<file path="config.mk">
export PLATFORM = sky130hd
export DESIGN_NAME = ram_write_sequencer_flat
export DESIGN_NICKNAME = d
export VERILOG_FILES = /design/src/rtl/ram_write_sequencer_if.sv /design/src/rtl/ram_write_sequencer.sv /design/src/flat_wrapper.sv
export SDC_FILE = /design/constraint.sdc
export NUM_CORES = 1
export LEC_CHECK = 0
export BUFFER_PORTS_ARGS = -buffer_cell sky130_fd_sc_hd__buf_2
export CAP_MARGIN = 10
export CORE_MARGIN = 4
export CORE_UTILIZATION = 25
export DETAILED_ROUTE_END_ITERATION = 10
export PLACE_DENSITY = 0.4
export REMOVE_ABC_BUFFERS = 1
export SLEW_MARGIN = 20
export SYNTH_ARGS = -nofsm -noshare
export SYNTH_HDL_FRONTEND = slang
export SYNTH_SLANG_ARGS = --single-unit
</file>
<file path="constraint.sdc">
create_clock -name CLOCK_50 -period 3.35 [get_ports CLOCK_50]
set_input_delay 0.1675 -clock CLOCK_50 [delete_from_list [all_inputs] [get_ports CLOCK_50]]
set_output_delay 0.1675 -clock CLOCK_50 [all_outputs]
set_load 0.05 [all_outputs]
</file>
<file path="src/rtl/ram_write_sequencer_if.sv">
// RAM write port bundle: address, data and single-cycle write strobe.
// The sequencer drives it through the master modport and the RAM consumes it through the slave modport.
interface ram_write_sequencer_if #(
    parameter int ADDR_W = 5,
    parameter int DATA_W = 4
);
    logic [ADDR_W-1:0] WrAddress;
    logic [DATA_W-1:0] WrData;
    logic              WrEnable;

    modport master (output WrAddress, output WrData, output WrEnable);
    modport slave  (input  WrAddress, input  WrData, input  WrEnable);
endinterface

</file>
<file path="src/rtl/ram_write_sequencer.sv">
// Write-side controller for the DE1-SoC 32x4 RAM: debounced key presses become
// auto-addressed write strobes, and a bulk clear zeroes every location.
module ram_write_sequencer #(
    parameter int ADDR_W     = 5,
    parameter int DATA_W     = 4,
    parameter int DEPTH      = 32,
    parameter int DEB_CYCLES = 500000
) (
    input  logic                  CLOCK_50,
    input  logic                  Reset,
    input  logic [DATA_W-1:0]     DataIn,
    input  logic                  Store,
    input  logic                  ClearReq,
    ram_write_sequencer_if.master wr,
    output logic [ADDR_W:0]       Count,
    output logic                  Full,
    output logic                  Busy
);
    localparam int CNT_W = (DEB_CYCLES > 1) ? $clog2(DEB_CYCLES) : 1;
    localparam logic [CNT_W-1:0]  DEB_LAST  = CNT_W'(DEB_CYCLES - 1);
    localparam logic [ADDR_W:0]   DEPTH_C   = (ADDR_W + 1)'(DEPTH);
    localparam logic [ADDR_W-1:0] LAST_ADDR = ADDR_W'(DEPTH - 1);

    typedef enum logic {IDLE, CLEAR} state_t;

    logic             s_meta_q, s_sync_q;
    logic             deb_q, deb_d, deb_prev_q;
    logic [CNT_W-1:0] deb_cnt_q, deb_cnt_d;
    logic             press;

    state_t            state_q;
    logic [ADDR_W-1:0] ptr_q;
    logic [ADDR_W-1:0] wr_addr_q;
    logic [DATA_W-1:0] wr_data_q;
    logic              wr_en_q;
    logic [ADDR_W:0]   count_q, count_d;
    logic              full_q;
    logic              busy_q;

    // Synchronizer and debouncer flops reset to the released (high) level.
    always_ff @(posedge CLOCK_50 or negedge Reset) begin
        if (!Reset) begin
            s_meta_q   <= 1'b1;
            s_sync_q   <= 1'b1;
            deb_q      <= 1'b1;
            deb_prev_q <= 1'b1;
            deb_cnt_q  <= '0;
        end else begin
            s_meta_q   <= Store;
            s_sync_q   <= s_meta_q;
            deb_q      <= deb_d;
            deb_prev_q <= deb_q;
            deb_cnt_q  <= deb_cnt_d;
        end
    end

    always_comb begin
        deb_d     = deb_q;
        deb_cnt_d = '0;
        if (s_sync_q != deb_q) begin
            if (deb_cnt_q == DEB_LAST) begin
                deb_d = s_sync_q;
            end else begin
                deb_cnt_d = deb_cnt_q + CNT_W'(1);
            end
        end
    end

    assign press   = deb_prev_q & ~deb_q;
    assign count_d = (count_q == DEPTH_C) ? count_q : count_q + (ADDR_W + 1)'(1);

    always_ff @(posedge CLOCK_50 or negedge Reset) begin
        if (!Reset) begin
            state_q   <= IDLE;
            ptr_q     <= '0;
            wr_addr_q <= '0;
            wr_data_q <= '0;
            wr_en_q   <= 1'b0;
            count_q   <= '0;
            full_q    <= 1'b0;
            busy_q    <= 1'b0;
        end else begin
            wr_en_q <= 1'b0;
            // Count/Full advance on the edge that ends a data strobe.
            if (wr_en_q && !busy_q) begin
                count_q <= count_d;
                full_q  <= (count_d == DEPTH_C);
            end
            case (state_q)
                IDLE: begin
                    if (ClearReq) begin
                        // Address 0 is emitted on entry, so ptr already points at 1.
                        state_q   <= CLEAR;
                        busy_q    <= 1'b1;
                        wr_en_q   <= 1'b1;
                        wr_addr_q <= '0;
                        wr_data_q <= '0;
                        ptr_q     <= ADDR_W'(1);
                    end else if (press && !full_q) begin
                        wr_en_q   <= 1'b1;
                        wr_addr_q <= ptr_q;
                        wr_data_q <= DataIn;
                        ptr_q     <= ptr_q + ADDR_W'(1);
                    end
                end
                CLEAR: begin
                    if (wr_addr_q == LAST_ADDR) begin
                        state_q <= IDLE;
                        busy_q  <= 1'b0;
                        ptr_q   <= '0;
                        count_q <= '0;
                        full_q  <= 1'b0;
                    end else begin
                        wr_en_q   <= 1'b1;
                        wr_addr_q <= ptr_q;
                        ptr_q     <= ptr_q + ADDR_W'(1);
                    end
                end
                default: state_q <= IDLE;
            endcase
        end
    end

    assign wr.WrAddress = wr_addr_q;
    assign wr.WrData    = wr_data_q;
    assign wr.WrEnable  = wr_en_q;
    assign Count        = count_q;
    assign Full         = full_q;
    assign Busy         = busy_q;
endmodule

</file>
<file path="src/flat_wrapper.sv">
// flat-port wrapper written by rule: the top's interface ports become plain ports
module ram_write_sequencer_flat 
#(
    parameter int ADDR_W     = 5,
    parameter int DATA_W     = 4,
    parameter int DEPTH      = 32,
    parameter int DEB_CYCLES = 500000
)
  (CLOCK_50, Reset, DataIn, Store, ClearReq, Count, Full, Busy, wr_WrAddress, wr_WrData, wr_WrEnable);
  ram_write_sequencer_if #(.ADDR_W(ADDR_W), .DATA_W(DATA_W)) wr_i ();
  input  logic CLOCK_50;
  input  logic Reset;
  input  logic [DATA_W-1:0] DataIn;
  input  logic Store;
  input  logic ClearReq;
  output logic [ADDR_W:0] Count;
  output logic Full;
  output logic Busy;
  output wire logic [$bits(wr_i.WrAddress)-1:0] wr_WrAddress;
  output wire logic [$bits(wr_i.WrData)-1:0] wr_WrData;
  output wire logic [$bits(wr_i.WrEnable)-1:0] wr_WrEnable;
  assign wr_WrAddress = wr_i.WrAddress;
  assign wr_WrData = wr_i.WrData;
  assign wr_WrEnable = wr_i.WrEnable;
  ram_write_sequencer #(.ADDR_W(ADDR_W), .DATA_W(DATA_W), .DEPTH(DEPTH), .DEB_CYCLES(DEB_CYCLES)) u_core (.CLOCK_50(CLOCK_50), .Reset(Reset), .DataIn(DataIn), .Store(Store), .ClearReq(ClearReq), .wr(wr_i), .Count(Count), .Full(Full), .Busy(Busy));
endmodule
</file>
==> reports/qor.yml <==
slew-limit-headroom_pct: 65.63
wirelength_mm: 4.888
rsz0062_at_grt: "no"
clock_skew_ns: 0.01054
clk_pin_slew_ns: 0.10
initialDrtViolationCount: 107
yosysMostFrequentCell: "dfrtp_1"
start_util_pct: 26.03
synth_seq_cells: 47
outcome: "finished clean"
place.gp.congestion: 0.7669
antenna_found_initial: 0
worst_ep_required_time_ns: 3.51
placed_cell_area_mm2: 0.002545
groute.usage.overall_pct: 9.538
yosys.area_share.simple_pct: 23.68
grt_overflow_total: 0
yosysTopAreaCell: "dfrtp_1"
num-fill-cells: 953
dp.cells: 364
layoutNonFillerInstCount: 374
clkLatencyLatePin_ns: 0.30
die_x_um: 104.0
period_share_pct: 65.66
synthTopCellsByArea: "dfrtp_1 47%, xnor2_1 6.1%, nand2_1 5.2%"
cts_tree: "done"
std_cell_rows: 34
p_leak_nw: 1.116
avgSynthCellArea_um2: 9.719
area_delta_synth_final_pct: 16.40
async_flop_share_pct: 100.0
cap_violations: 0
synth_adder_area_share_pct: 2.173
diodes: 0
synth_mux_area_share_pct: 0.4889
dp_hpwl_mm: 3.492
hp-class: "input pin to flop"
antenna_left: 0
ctsRootBufferMaster: "clkbuf_8"
die_h_um: 104.0
cts_made_buffers: 5
htreeDepth: 2
worstSetupPathType: "flop to flop"
synth_compound_area_share_pct: 10.54
dr.pass1.iters: 4
fin_setup_tns_ns: 0
critPathMaxFanout: 18
drv_slew: 0
yosys_warnings: 0
setup_viol: 0
drive_gt1_share_pct: 19.17
grt_pass1_vias: 1752
grt_pass1_wl_mm: 8.680
synth_cells: 237
yosys-top-cells-count: "43 x dfrtp_1, 32 x nand2_1, 29 x nor2_1"
synth_edf_count: 0
cp.arrival_ns: 2.36
clock_sinks: 47
max_freq_ghz: 0.4547
synth_top_family_by_area: "simple AND/OR/NAND/NOR gates"
drcViolationCount: 0
fin_nets: 277
netlist_area_mm2: 0.002303
ys_seq_area_share_pct: 51.28
ios: 26
core_mm2: 0.008848
startpoint_type: "flop"
portBuffers: 25
vias: 1725
fin_area_mm2: 0.002681
clock_path_buffers: 2
synth.top_cell.area_share_pct: 46.71
synth-main-ff-cell: "dfrtp_1"
post-route-min-period_ns: 2.199
wl_per_cell_um: 13.07
power_density_mw_per_mm2: 690.3
hold_viol: 0
die_area_mm2: 0.01081
grt_max_degree: 33
endpoint_kind: "flop"
tightest_slew_ns: 0.5136
synth_xor_area_share_pct: 8.745
synth_cell_types: 43
peakVddDrop_mv: 0.3268
routed_via_density: 4.612
-- placed cells by master (no fill, tap or decap), types with 2 or more instances in the layout --
master,n
dfrtp_1,43
nand2_1,32
nor2_1,29
buf_2,25
xnor2_1,16
o21ai_0,14
nand3_1,10
inv_1,8
xor2_1,7
a21oi_1,7
or3_1,5
nor4_1,5
clkbuf_8,5
nand4_1,4
a22oi_1,4
ha_1,4
dfstp_2,4
or2_2,3
nor3_1,3
buf_4,3
o31ai_1,2
or4_1,2
or3b_2,2
nand2b_1,2
o211ai_1,2
o2111ai_1,2
dlygate4sd3_1,2
-- critical path, stage by stage (launching register included) --
cell,delay [ns]
dfrtp_1,0.45
or4bb_1,0.52
or4_4,0.55
o21ai_4,0.44
nor2_1,0.12
-- state kept, by name, summed over array words and instances (netlist names), 4 cells and up --
register             count
u_core.deb_cnt_q        19
u_core.Count             6
u_core.ptr_q             5
u_core.wr.WrAddress      5
u_core.wr.WrData         4
-- metrics by stage --
step	hold slack [ns]	total power, mW	setup slack, ns	util (%)
after floorplan	-0.1281	1.266	1.372	-
after global placement	0.1211	1.442	1.172	28.76
after detailed placement	0.1242	1.443	1.157	28.76
after CTS	0.1364	1.887	1.141	30.30
after global routing	0.1491	1.992	1.038	30.30
final	0.1429	1.851	1.151	30.30
-- metal layers --
metal	GRT usage [%]	vias up	share of wire, %
li1	-	878	-
met1	13.24	821	50
met2	15.00	24	46
met3	2.110	2	3.0
met4	2.564	0	0.70
met5	0	-	0
-- final timing paths --
| check | from | end | slack [ns] | cells after the start |
|---|---|---|---|---|
| worst max-delay path | u_core.deb_cnt_q[11] | u_core.deb_cnt_q[5] | 1.15 | 4 |
| worst min-delay path | ClearReq | u_core.wr.WrData[3] | 0.14 | 2 |
| worst max register to register | u_core.deb_cnt_q[11] | u_core.deb_cnt_q[5] | 1.15 | 4 |
| worst min register to register | u_core.s_meta_q | u_core.s_sync_q | 0.36 | 0 |
| max in group asynchronous | Reset | u_core.deb_prev_q | 2.26 | 3 |
| min in group asynchronous | Reset | u_core.wr.WrData[1] | 0.31 | 2 |
-- report_power, final --
| group | switching, mW | internal, mW |
|---|---|---|
| clock network | 0.206 | 0.227 |
| logic | 0.437 | 0.192 |
| registers | 0.115 | 0.674 |
| total | 0.758 | 1.09 |
-- timing repair --
action | CTS | global route
gates resized for setup | 0 | 0
setup buffers | 0 | 0
hold buffers | 2 | 0
endpoints found under the hold margin | 16 | 0
-- layout make-up --
type | instances | area (µm²) | area share [%]
tap | 108 | 135.1 | 5.040
timing repair buffer | 30 | 167.7 | 6.253
clock buffer | 5 | 68.82 | 2.566
multi-input combinational | 173 | 1051 | 39.20
inverter | 8 | 30.03 | 1.120
clock inverter | 3 | 47.55 | 1.773
sequential | 47 | 1181 | 44.05
-- kinds of logic (layout without fill, tap and decap cells) --
kind of cell / Yosys count / after routing
DFF: 47 / 47
buffers and inverters: 17 / 46
muxes: 1 / 1
AOI/OAI and AO/OA: 37 / 37
and+or+nand+nor: 108 / 108
xor gates and xnor gates: 23 / 23
adders and majority gates: 4 / 4
No activity file was read; power rests on OpenSTA's default activity.
